`src/rtl/core_pkg.sv`:
```
// Shared fetch/decode types: PC and instruction widths plus the buffered entry.
package core_pkg;

    localparam int PC_W    = 10;
    localparam int INSTR_W = 12;

    typedef struct packed {
        logic [PC_W-1:0]    pc;
        logic [INSTR_W-1:0] instr;
    } fetch_entry_t;

endpackage : core_pkg

```
`src/rtl/instr_queue.sv`:
```
// Fetch-to-decode instruction queue. This is an in-order circular buffer of
// DEPTH {pc, instr} entries. A taken branch (flush) drops every buffered word.
// All outputs come from registered state only.
module instr_queue
    import core_pkg::*;
#(
    parameter  int DEPTH = 4,
    localparam int PTR_W = $clog2(DEPTH),
    localparam int CNT_W = $clog2(DEPTH + 1)
) (
    input  logic               clk,
    input  logic               rst_n,
    input  logic               enq_valid,
    input  logic [PC_W-1:0]    enq_pc,
    input  logic [INSTR_W-1:0] enq_instr,
    output logic               enq_ready,
    input  logic               flush,
    output logic               deq_valid,
    output logic [PC_W-1:0]    deq_pc,
    output logic [INSTR_W-1:0] deq_instr,
    input  logic               deq_ready,
    output logic [CNT_W-1:0]   count,
    output logic               overflow
);

    logic [PTR_W-1:0] head_q, head_d;
    logic [PTR_W-1:0] tail_q, tail_d;
    logic [CNT_W-1:0] count_q, count_d;
    logic             overflow_q, overflow_d;
    fetch_entry_t     mem_q [DEPTH];

    logic do_enq;
    logic do_deq;

    // count alone decides full/empty. The pointers never do, so head==tail stays unambiguous.
    assign enq_ready = (count_q != CNT_W'(DEPTH));
    assign deq_valid = (count_q != '0);
    assign do_enq    = enq_valid && enq_ready && !flush;
    assign do_deq    = deq_valid && deq_ready && !flush;

    assign deq_pc    = mem_q[head_q].pc;
    assign deq_instr = mem_q[head_q].instr;
    assign count     = count_q;
    assign overflow  = overflow_q;

    // Next-state for pointers, occupancy and the sticky overflow flag.
    always_comb begin
        head_d     = head_q;
        tail_d     = tail_q;
        count_d    = count_q;
        // A flushed cycle discards the enqueue attempt, so it cannot raise overflow.
        overflow_d = overflow_q | (enq_valid && !enq_ready && !flush);
        if (flush) begin
            head_d  = '0;
            tail_d  = '0;
            count_d = '0;
        end else begin
            // DEPTH is a power of two, so pointer increments wrap by truncation.
            if (do_enq) tail_d = tail_q + PTR_W'(1);
            if (do_deq) head_d = head_q + PTR_W'(1);
            case ({do_enq, do_deq})
                2'b10:   count_d = count_q + CNT_W'(1);
                2'b01:   count_d = count_q - CNT_W'(1);
                default: count_d = count_q;
            endcase
        end
    end

    // Control state update. Reset takes priority over flush and over the handshakes.
    always_ff @(posedge clk) begin
        if (!rst_n) begin
            head_q     <= '0;
            tail_q     <= '0;
            count_q    <= '0;
            overflow_q <= 1'b0;
        end else begin
            head_q     <= head_d;
            tail_q     <= tail_d;
            count_q    <= count_d;
            overflow_q <= overflow_d;
        end
    end

    // Entry storage. It is never cleared, and stale words sit behind count until overwritten.
    always_ff @(posedge clk) begin
        if (rst_n && do_enq) begin
            mem_q[tail_q] <= '{pc: enq_pc, instr: enq_instr};
        end
    end

endmodule : instr_queue

```
`config.mk`:
```
export PLATFORM = sky130hd
export DESIGN_NAME = instr_queue
export DESIGN_NICKNAME = d
export VERILOG_FILES = /design/src/rtl/core_pkg.sv /design/src/rtl/instr_queue.sv
export SDC_FILE = /design/constraint.sdc
export NUM_CORES = 1
export LEC_CHECK = 0
export ABC_AREA = 0
export CORE_UTILIZATION = 30
export CTS_CLUSTER_DIAMETER = 30
export DETAILED_ROUTE_END_ITERATION = 8
export PLACE_DENSITY = 0.51
export SLEW_MARGIN = 20
export SYNTH_ARGS = -nofsm -noshare
export SYNTH_HDL_FRONTEND = slang
export SYNTH_SLANG_ARGS = --single-unit
export TNS_END_PERCENT = 50
```
`constraint.sdc`:
```
create_clock -name clk -period 2.37 [get_ports clk]
set_clock_uncertainty 0.15 [all_clocks]
set_input_delay 0.474 -clock clk [delete_from_list [all_inputs] [get_ports clk]]
set_output_delay 0.474 -clock clk [all_outputs]
set_load 0.005 [all_outputs]
```
; Word-level counts from Yosys, hierarchy flattened
; Memory sizes are Yosys's and may differ from the RTL's. A register that Yosys moved wholly into a read port is not among the register bits.
; Cells that the tools add are included.
[op_classes]
mux = 5
bitwise = 2
addsub = 4
n_eq_ne = 3
reduce_logical = 12
[op_table]
columns = op, count
row1 = $logic_and A1 B1 Y1, 7
row2 = $pmux W3 S2, 1
row3 = $add A2 B1 Y2 const B, 2
row4 = $mux W2, 2
row5 = $add A3 B1 Y3 const B, 1
row6 = $ne A3 B3 Y1 const B, 1
row7 = $reduce_bool A3 Y1, 1
row8 = $sub A3 B1 Y3 const B, 1
row9 = $eq A2 B1 Y1 const B, 1
row10 = $eq A2 B2 Y1 const B, 1
row11 = $logic_not A1 Y1, 2
row12 = $mux W1, 2
row13 = $reduce_bool A2 Y1, 1
row14 = $reduce_or A2 Y1, 1
row15 = $not A1 Y1, 1
row16 = $or A1 B1 Y1, 1
[word_totals]
elab_cells = 31
input_bits = 27
ram_bits = 88
memories = 1
reg_bits = 8
[mem_list]
columns = memory, words, width, read_ports, rd_clocked_by_memory_dff, write_ports, line
row1 = mem_q, 4, 22, 1, 1, 1, instr_queue.sv:30  ; fetch_entry_t mem_q [DEPTH];

; Logic depth before layout (Yosys ltp)
; Gate-level depths: netlist of run 1.
[depth]
word_depth = 6
depth_mapped = 9
ltp_nobuf = 9

; Worst setup path after synthesis of run 1
; OpenSTA, ideal clock, no wires.
[synth_timing]
kind = reg2reg
from = register count_q[2], in the netlist count[2]
to = register count_q[2], in the netlist count[2]
arrival_ps = 1950
stages_incl_launch_ff = 10
setup_slack_ps = 200
period_less_slack_ps = 2170
setup_ps = 70
t_required_ps = 2150
path_cell_list = dfxtp_1 > nor3b_2 > nor2_1 > inv_1 > ha_1 > inv_1 > fa_1 > xor2_1 > or3_1 > a21oi_1
[synth_via]
elab_chain_cells = 5
[synth_rtl]
columns = element, line
row1 = "start, declared", instr_queue.sv:28  ; logic [CNT_W-1:0] count_q, count_d;
row2 = "start signal, assigned", instr_queue.sv:79  ; count_q <= count_d;
row3 = $ne A3 B3 Y1 / $reduce_bool A3 Y1 (equally long branches), "instr_queue.sv:36, instr_queue.sv:37"
row4 = $logic_and A1 B1 Y1 (on tied branches) (2 in series), "instr_queue.sv:38, instr_queue.sv:39"
row5 = $eq A2 B1 Y1 / $eq A2 B2 Y1 (equally long branches), instr_queue.sv:61  ; case ({do_enq, do_deq})
row6 = $pmux W3 S2 / $reduce_bool A2 Y1 (equally long branches), n/a
; Several ways; a longest one is shown, not always the timed one.
; A chain may end at the register's enable or synchronous reset.

==> summary.md, run 1 <==
| Metric | Value |
|---|---|
| Initial DRT Pass Iterations | `4` |
| R2R Path End | `count[2]` |
| Distinct cell type count after synthesis | `22` |
| Min-delay worst type | `flop to flop` |
| Peak supply drop | `0.368 mV` |
| First-pass GRT wire length | `10900 microns` |
| # fillers | `around 1100` |
| Register bit total from synthesis | `98` |
| Unrepaired setup endpoints after global routing | `yes` |
| Outcome | `finished clean` |
| WL final | `6760 microns` |
| Fin. max-slew vios | `0` |
| Worst setup margin | `62.4 ps` |
| Final worst-path cycle share | `approximately 97%` |
| Slew margin rel. | `77.4%` |
| Crit path buffers/inverters | `2` |
| RR Startpoint | `count[0]` |
| Drc violations | `0` |
| Layout area overhead | `33.1%` |
| Share of cells above drive strength 1 | `22.1%` |
| Final setup viols | `0` |
| WS Path Type | `flop to primary output` |
| Max cap viols | `0` |
| Gr ovfl total | `0` |
| CP top delay family | `multiplexers` |
| Clock Latency Late Sink | `~340 ps` |
| Synth warn | `0` |
| Max Freq | `433 MHz` |
| Critical-path top delay cell | `mux4_2` |
| Worst-Margin Slew | `339 ps` |
| Sequential cell area fraction in the yosys report | `~76%` |
| Die area | `between 10000 and 15000 sq um` |
| WP data arrival | `1680 ps` |
| Ports | `55` |
| Setup_tns | `0 ps` |
| Avg Inst Size Synth | `between 20 and 25 sq um` |
| IO Port Bufs | `54` |
| CP required | `about 1800 ps` |
| Core Area | `12100 sq um` |
| Pwr Density | `approximately 700 nW/um^2` |
| Clock buffer count from CTS | `9` |
| Final min period | `between 2000 and 2500 ps` |
| Die X | `114 microns` |
| Vias post-DR | `1870` |
| H-tree depth | `3` |
| HP Start | `head_q[1]` |
| CP cell instances | `buf_12, mux4_2, dlygate4sd2_1` |
| Clock Path Buffers | `2` |
| Final non-filler cell total | `426` |
| Final hold vios | `0` |
| Clock root cell | `clkbuf_16` |
| Wire per inst | `15.9 microns` |
| Hold path depth | `2` |
| Die Ht | `114 microns` |
| Post-placement cell count | `409` |
| Routed Antenna Nets | `0` |
| Final HPWL from detailed placement | `4250 microns` |
| Placer Congestion | `0.722` |
| Worst path depth | `3` |
| Antenna Cells | `0` |
| Clock transition at path regs | `60 ps` |
| Initial core utilization | `between 30% and 40%` |
| Post-Syn Nets | `between 200 and 250` |
| Setup crit end kind | `primary output` |
| CTS sink cnt | `98` |
| Synthesized area | `3740 sq um` |
| Hold path endpoint | `head_q[1]` |
| Pin count of the biggest net entering global routing | `23` |
| All-Layer GR Usage | `11.7%` |
| Most frequent cells in the layout | `edfxtp_1, clkdlybuf4s50_1, mux4_2` |
| NumNets Final | `286` |
| Row count | `40` |
| Slowest cell delay on critical path | `510 ps` |
| Initial antenna violation count | `0` |
| Post-Place Worst Slack | `-280 ps` |
| Mapped Cells | `176` |
| Static Leak | `0.00163 uW` |
| Vias in the first global route | `2012` |
| Initial DRC Count | `75` |
| Vias/cell | `4.39` |
| Critical path launch point type | `flop` |
| Reg2Reg Setup Slack | `between 150 and 200 ps` |
| CTS tree | `yes` |
| Commonest non-fill, non-tap cell in the layout | `edfxtp_1` |
| R2R cell count | `9` |
| Worst Path Max Fanout | `8` |
-- area by class of cell --
cell class              instances  area [sq um]  share of cell area [%]
clock inverters                 7          75.1                    1.51
well taps                     168           210                    4.22
inverters                       8          30.0                   0.603
repair buffers                 71           768                    15.4
clock buffers                   9           225                    4.52
flip-flops and latches         98          2850                    57.2
multi-input cells              65           823                    16.5
-- cell usage after synthesis --
master	count	area share (%)
nor3_2	1	0.27
a21oi_1	8	1.1
nand3b_1	1	0.20
nor2b_1	2	0.33
edfxtp_1	88	71
buf_6	2	0.60
mux4_1	11	7.7
nor3b_2	1	0.33
fa_1	1	0.53
nand3_1	2	0.27
o21ai_0	5	0.67
clkbuf_1	1	0.10
nand2b_1	3	0.50
and3_1	4	0.67
dfxtp_1	10	5.3
or3_1	3	0.50
xor2_1	2	0.47
nor2_1	5	0.50
ha_1	5	1.7
buf_1	2	0.20
inv_1	8	0.80
mux4_2	11	6.6
-- power breakdown --
group / internal, uW / switching, uW / leakage [uW]
Clock: 823 / 617 / 0.000140
Combinational: 84.6 / 57.4 / 0.000609
Sequential: 1900 / 5.96 / 0.000877
-- how the worst max path moves through the flow --
stage               slack, ps      from            to
finish                     60      flop     deq_pc[8]
global route              -20     flush      count[2]
CTS                       -10      flop  deq_instr[7]
detailed placement       -280     flush      count[2]
global placement         -200     flush      count[2]
floorplan                 200  count[2]      count[2]
-- metal layers --
| metal | vias to the layer above | track usage, % | wire length (microns) |
|---|---|---|---|
| li1 | 863 | - | - |
| met1 | 958 | 14.1 | 3000 |
| met2 | 41 | 18.8 | 3310 |
| met3 | 8 | 4.73 | 370 |
| met4 | 0 | 4.21 | 87 |
| met5 | - | 0 | 0 |
-- flip-flops by register name, indices dropped and copies added, names as in the netlist, named ones only --
register,cells
head_q,2
count,3
overflow,1
tail_q,2
mem_q,88
-- worst reg2reg max path, cell delays in order, from the launching register on --
cell     delay, ps
dfxtp_1        380
nor3b_2        240
nor2_1         100
inv_1           60
ha_1           160
inv_1           50
fa_1           370
xor2_1         160
or3_1          320
a21oi_2        130
-- metrics by stage --
stage,cell area (sq um),power [uW],util (%),hold slack [ps]
after floorplan,3740,1980,-,309
after global placement,4670,2090,38.7,333
after detailed placement,4670,2090,38.7,328
after CTS,4960,3530,41.2,346
after global routing,4980,3600,41.3,375
final,4980,3480,41.3,347
-- logic make-up (layout without fill, tap and decap cells) --
logic type	count (synthesis)	after routing	share of synthesized area (%)
muxes	22	22	14.3
AOI/OAI and AO/OA	13	13	1.74
buffers and inverters	13	95	1.71
xor gates and xnor gates	2	2	0.468
and+or+nand+nor	22	22	3.58
DFF	98	98	76.0
adders and majority gates	6	6	2.21
-- repair_timing --
| item | in CTS | in global routing |
|---|---|---|
| buffers inserted | 0 | 0 |
| hold buffers | 0 | 0 |
| gates resized for setup | 32 | 13 |
| gates cloned | 1 | 0 |
| pin swaps | 0 | 0 |
| hold endpoints to repair | 0 | 0 |
| setup endpoints to repair | 22 | 11 |
No activity file was read; power rests on OpenSTA's default activity.
==> inputs of run 2 (changes only) <==
--- a/config.mk
+++ b/config.mk
@@ -6,10 +6,10 @@
 export NUM_CORES = 1
 export LEC_CHECK = 0
 export ABC_AREA = 0
-export CORE_UTILIZATION = 30
+export CORE_UTILIZATION = 40
 export CTS_CLUSTER_DIAMETER = 30
 export DETAILED_ROUTE_END_ITERATION = 8
-export PLACE_DENSITY = 0.51
+export PLACE_DENSITY = 0.64
 export SLEW_MARGIN = 20
 export SYNTH_ARGS = -nofsm -noshare
 export SYNTH_HDL_FRONTEND = slang
==> run 2 against run 1 <==
Design area fell by 4.6%. Hold slack improved by 15 ps. Power fell by 12%. Register-to-register slack barely moved. Critical endpoint is now deq_instr[3].
==> summary.md, run 2 (same netlist as run 1, synthesis figures left out) <==
| Metric | Value |
|---|---|
| Max cap viols | `0 (unchanged)` |
| Top reg by flops | `mem_q` |
| HP Start | `overflow` |
| Wire per inst | `17.4 microns (+9.3%)` |
| Antenna Cells | `0 (unchanged)` |
| Hold path depth | `2 (unchanged)` |
| Layout area overhead | `26.9%` |
| Row count | `34 (-15%)` |
| First-pass GRT wire length | `10300 microns (-5.2%)` |
| Max Freq | `427 MHz (-1.4%)` |
| CTS tree | `yes` |
| Peak supply drop | `0.265 mV (-28%)` |
| Final hold vios | `0 (unchanged)` |
| Vias post-DR | `1832 (-2.0%)` |
| Static Leak | `0.00158 uW (-3.0%)` |
| Final HPWL from detailed placement | `3900 microns (-8.4%)` |
| Clock Path Buffers | `2 (unchanged)` |
| All-Layer GR Usage | `14.6% (+3.0 points)` |
| Worst-Margin Slew | `329 ps (-9.73 ps)` |
| Metal2 WL | `3100 microns (-6.3%)` |
| Vias/cell | `4.98 (+13%)` |
| Final min period | `2340 ps (+31.7 ps)` |
| Initial antenna violation count | `0 (unchanged)` |
| Clock transition at path regs | `90 ps (+30 ps)` |
| RR Startpoint | `count[1]` |
| Die area | `9750 sq um (-25%)` |
| H-tree depth | `3 (unchanged)` |
| Pin count of the biggest net entering global routing | `23 (unchanged)` |
| Fin. max-slew vios | `0 (unchanged)` |
| WL final | `6390 microns (-5.6%)` |
| Metal1 wirelength | `2880 microns (-4.0%)` |
| CP required | `1750 ps (about the same)` |
| Final total power | `3070 uW (-12%)` |
| Initial DRT Pass Iterations | `4 (unchanged)` |
| Clock buffer count from CTS | `9 (unchanged)` |
| Initial core utilization | `42.1% (+11 points)` |
| Gr ovfl total | `0 (unchanged)` |
| Reg2Reg Setup Slack | `190 ps (about the same)` |
| Die X | `98.7 microns (-13%)` |
| Most frequent cells in the layout | `edfxtp_1, clkdlybuf4s50_1, mux4_2` |
| Max layer used | `met4` |
| Outcome | `finished clean` |
| Setup crit end kind | `primary output` |
| CTS sink cnt | `98 (unchanged)` |
| Final worst-path cycle share | `98.7% (+1.3 points)` |
| Post-layout util | `53.4% (+12 points)` |
| Core Area | `8890 sq um (-26%)` |
| Ports | `55 (unchanged)` |
| Min-delay worst type | `flop to flop` |
| Unrepaired setup endpoints after global routing | `yes` |
| Routed Antenna Nets | `0 (unchanged)` |
| FF+latch area | `2850 sq um (unchanged)` |
| R2R cell count | `9 (unchanged)` |
| Placer Congestion | `0.697 (-3.5%)` |
| Critical path launch point type | `flop` |
| Clock root cell | `clkbuf_8` |
| Detail Route met3 WL | `269 microns (-27%)` |
| Clock Latency Late Sink | `350 ps (about the same)` |
| Commonest non-fill, non-tap cell in the layout | `edfxtp_1` |
| IO Port Bufs | `54 (unchanged)` |
| Share of cells above drive strength 1 | `25.8% (+3.7 points)` |
| Multi-input logic area | `798 sq um (-3.0%)` |
| Drc violations | `0 (unchanged)` |
| Final setup viols | `0 (unchanged)` |
| Vias in the first global route | `1938 (-3.7%)` |
| Die Ht | `98.7 microns (-13%)` |
| # fillers | `719 (-34%)` |
| Hold path endpoint | `overflow` |
| WP data arrival | `1720 ps (+40 ps)` |
| NumNets Final | `288 (+0.70%)` |
| Worst hold slack | `361 ps (+14.6 ps)` |
| Largest register FFs | `88 (unchanged)` |
| Initial DRC Count | `53 (-29%)` |
| Pwr Density | `647 nW/um^2 (-7.6%)` |
| WS Path Type | `flop to primary output` |
| Slew margin rel. | `77.9% (+0.53 points)` |
| Worst Path Max Fanout | `5 (-3)` |
| Hold-fix buffers at CTS | `0 (unchanged)` |
| R2R Path End | `count[2]` |
==> run 2: layer usage <==
metal  vias up  GRT usage [%]
li1        863              -
met1       913           18.9
met2        45           22.9
met3        11           3.19
met4         0           8.61
met5         -              0
==> run 2: power by group <==
part	switching [uW]	internal (uW)	total, uW
clock network	548	485	1030
logic	56.8	81.5	138
registers	6.24	1890	1900
total	611	2460	3070
==> run 2: repair_timing <==
item                                    in CTS  in global routing
resized for setup                           41                 16
buffers inserted                             4                  0
endpoints found under the setup margin      22                 16
gates cloned                                 1                  0
==> run 2: final cells by class <==
type                    instances  share of cell area [%]
well taps                     108                    2.85
multi-input cells              65                    16.8
inverters                       8                   0.632
repair buffers                 73                    15.7
flip-flops and latches         98                    60.0
clock buffers                   9                    2.61
clock inverters                 7                    1.45
==> run 2: worst max path at each step <==
| stage | from | end | slack, ps |
|---|---|---|---|
| floorplan | count[2] | count[2] | 200 |
| global placement | flush | count[2] | -230 |
| detailed placement | flush | count[2] | -280 |
| CTS | flop | deq_instr[2] | -60 |
| global route | flop | deq_instr[3] | -20 |
| finish | flop | deq_instr[3] | 30 |
==> run 2: critical path, stage by stage (launching register included) <==
cell and delay (ps):
dfxtp_4 410, buf_8 140, mux4_1 540, dlygate4sd2_1 280
==> run 2: per-stage QoR <==
step	area, sq um	setup slack, ps	std cells	TNS (ps)
2_1_floorplan	3740	200	176	0
3_3_place_gp	4550	-228	347	-228
3_5_place_dp	4550	-285	347	-345
4_1_cts	4780	-59.1	368	-173
5_1_grt	4750	-23.0	368	-44.7
6_report	4750	30.7	368	0
==> edit, RTL diff (config.mk and constraints of run 1) <==
Change the parameter `DEPTH` from 4 to 2.
--- a/src/rtl/instr_queue.sv
+++ b/src/rtl/instr_queue.sv
@@ -4,7 +4,7 @@
 module instr_queue
     import core_pkg::*;
 #(
-    parameter  int DEPTH = 4,
+    parameter  int DEPTH = 2,
     localparam int PTR_W = $clog2(DEPTH),
     localparam int CNT_W = $clog2(DEPTH + 1)
 ) (
Ports: changed (resized count); port bits go from 55 to 54. No check against the original RTL was run, so the function may have changed too.
==> edit against run 1 <==
Hold slack lost 0.020 ns. Critical path depth unchanged. Setup slack better by 0.035 ns. Maximum frequency increased by 1.5%. Final area fell by 47%. Sequential cell count shrank 48. First-iteration DRC count fell by 59%. Total power shrank 52%. Sequential share of layout area fell by 2.5 points. Routed wire length decreased by 51%. Area after synthesis decreased by 50%. Critical path type unchanged. Critical endpoint is now deq_instr[10].
==> edit: results (changes against run 1) <==
* TritonCTS Buffers at 5 (-4)
* PortBufs at 53 (-1.9%)
* Mux share of post-synthesis cell area at 0.1335 (-0.009917)
* Tightest Pin Transition at 0.3432 ns (+0.004042 ns)
* M1 GR Usage at 0.1385 (-0.002610)
* CP max stage delay at 0.46 ns (-0.05 ns)
* Largest net degree at the start of global routing at 16 (-30%)
* Worst-path maximum fanout at 12 (+4)
* M1 WL at 1369 um (-54%)
* Reg clk slew, reported paths at 0.08 ns (+0.02 ns)
* Detailed Route WL at 3298 um (-51%)
* Met2 Use GR at 0.1712 (-0.01662)
* Final nets at 192 (-33%)
* CP endpoint: deq_instr[10]
* Reg2reg path depth at 6 (-3)
* Worst reg2reg startpoint: count[1]
* Top layer in use: met4
* Gr usage total at 0.1090 (-0.007571)
* First-pass GRT wire length at 5126 um (-53%)
* Largest Register: mem_q
* Distinct cell type count after synthesis at 20 (-9.1%)
* WL met3 at 242 um (-35%)
* R2r endpoint: count[1]
* Clock Latency Late Sink at 0.29 ns (-0.05 ns)
* Number of synthesized flops with an enable pin at 44 (-50%)
* Internal power at 1.368 mW (-51%)
* Seq pwr at 0.979 mW (-48%)
* DP HPWL at 2345 um (-45%)
* Met3 Track Usage GR at 0.03523 (-0.01206)
* Fraction of layout cells with a size suffix above 1 at 0.2242 (+0.003312)
* Worst path top cell family by delay: buffers and inverters
* Status: finished, final reports clean
* Crit path DAT at 1.65 ns (-0.03 ns)
* Max FFs per register at 44 (-50%)
* Synth Area in Compound Gates at 0.01753 (+0.0001465)
* Worst min-delay path endpoint: overflow
* Min-delay src: overflow
* LEAKAGE at 0.8789 nW (-46%)
* CTS-repair resized insts at 0 (-100%)
* Post-Synth XOR/XNOR Area at 0.01416 (+0.009480)
* Post-Syn Nets at 128 (-39%)
* R2r setup slk at 0.49 ns (+0.31 ns)
* Setup Slack @ Placement at 0.04786 ns (+0.3276 ns)
* Comb power frac at 0.071 (+0.030)
* Most frequent cells after synthesis: 44 x edfxtp_1, 22 x mux2_2, 6 x dfxtp_1
* Peak VDD IR at 0.0002907 V (-21%)
* Critical-path top delay cell: clkdlybuf4s50_1
* Clk root buf: clkbuf_8
* Global placer's final weighted congestion at 0.7877 (+9.1%)
* CTS H-tree lvls at 2 (-1)
* Worst hold slack at 0.3268 ns (-0.01979 ns)
* Area share of fa/ha/maj cells after synthesis at 0.006743 (-0.01532)
* Metal2 WL at 1664 um (-50%)
* Synth area leaders: edfxtp_1 71%, mux2_2 13%, dfxtp_1 6.5%
* Hold path cells at 1 (-1)
## edit: changes by cell type in the layout (fill, tap and decap cells not counted), sizes merged, moves of 6 or more
cell           delta
buf              -11
mux4             -22
mux2             +22
edfxtp           -44
clkdlybuf4s50    +21
clkdlybuf4s15     -6
inv               -8
a21oi             -6
dlygate4sd2      -16
## edit: stage by stage
step                      utilization  cells  instance area [sq um]  power [mW]
after CTS                      0.4426    240                   2636       1.698
after global placement         0.4242    232                   2526       1.116
after detailed placement       0.4242    232                   2526       1.121
after floorplan                     -    100                   1861       1.032
after global routing           0.4426    240                   2636       1.746
final                          0.4426    240                   2636       1.671
## edit: layout make-up
cell class	count	area, sq um
clock buffers	6	72.57
repair buffers	59	575.6
clock inverters	2	37.54
multi-input cells	46	407.9
well taps	75	93.84
inverters	2	7.507
flip-flops and latches	50	1441
fillers	546	3319
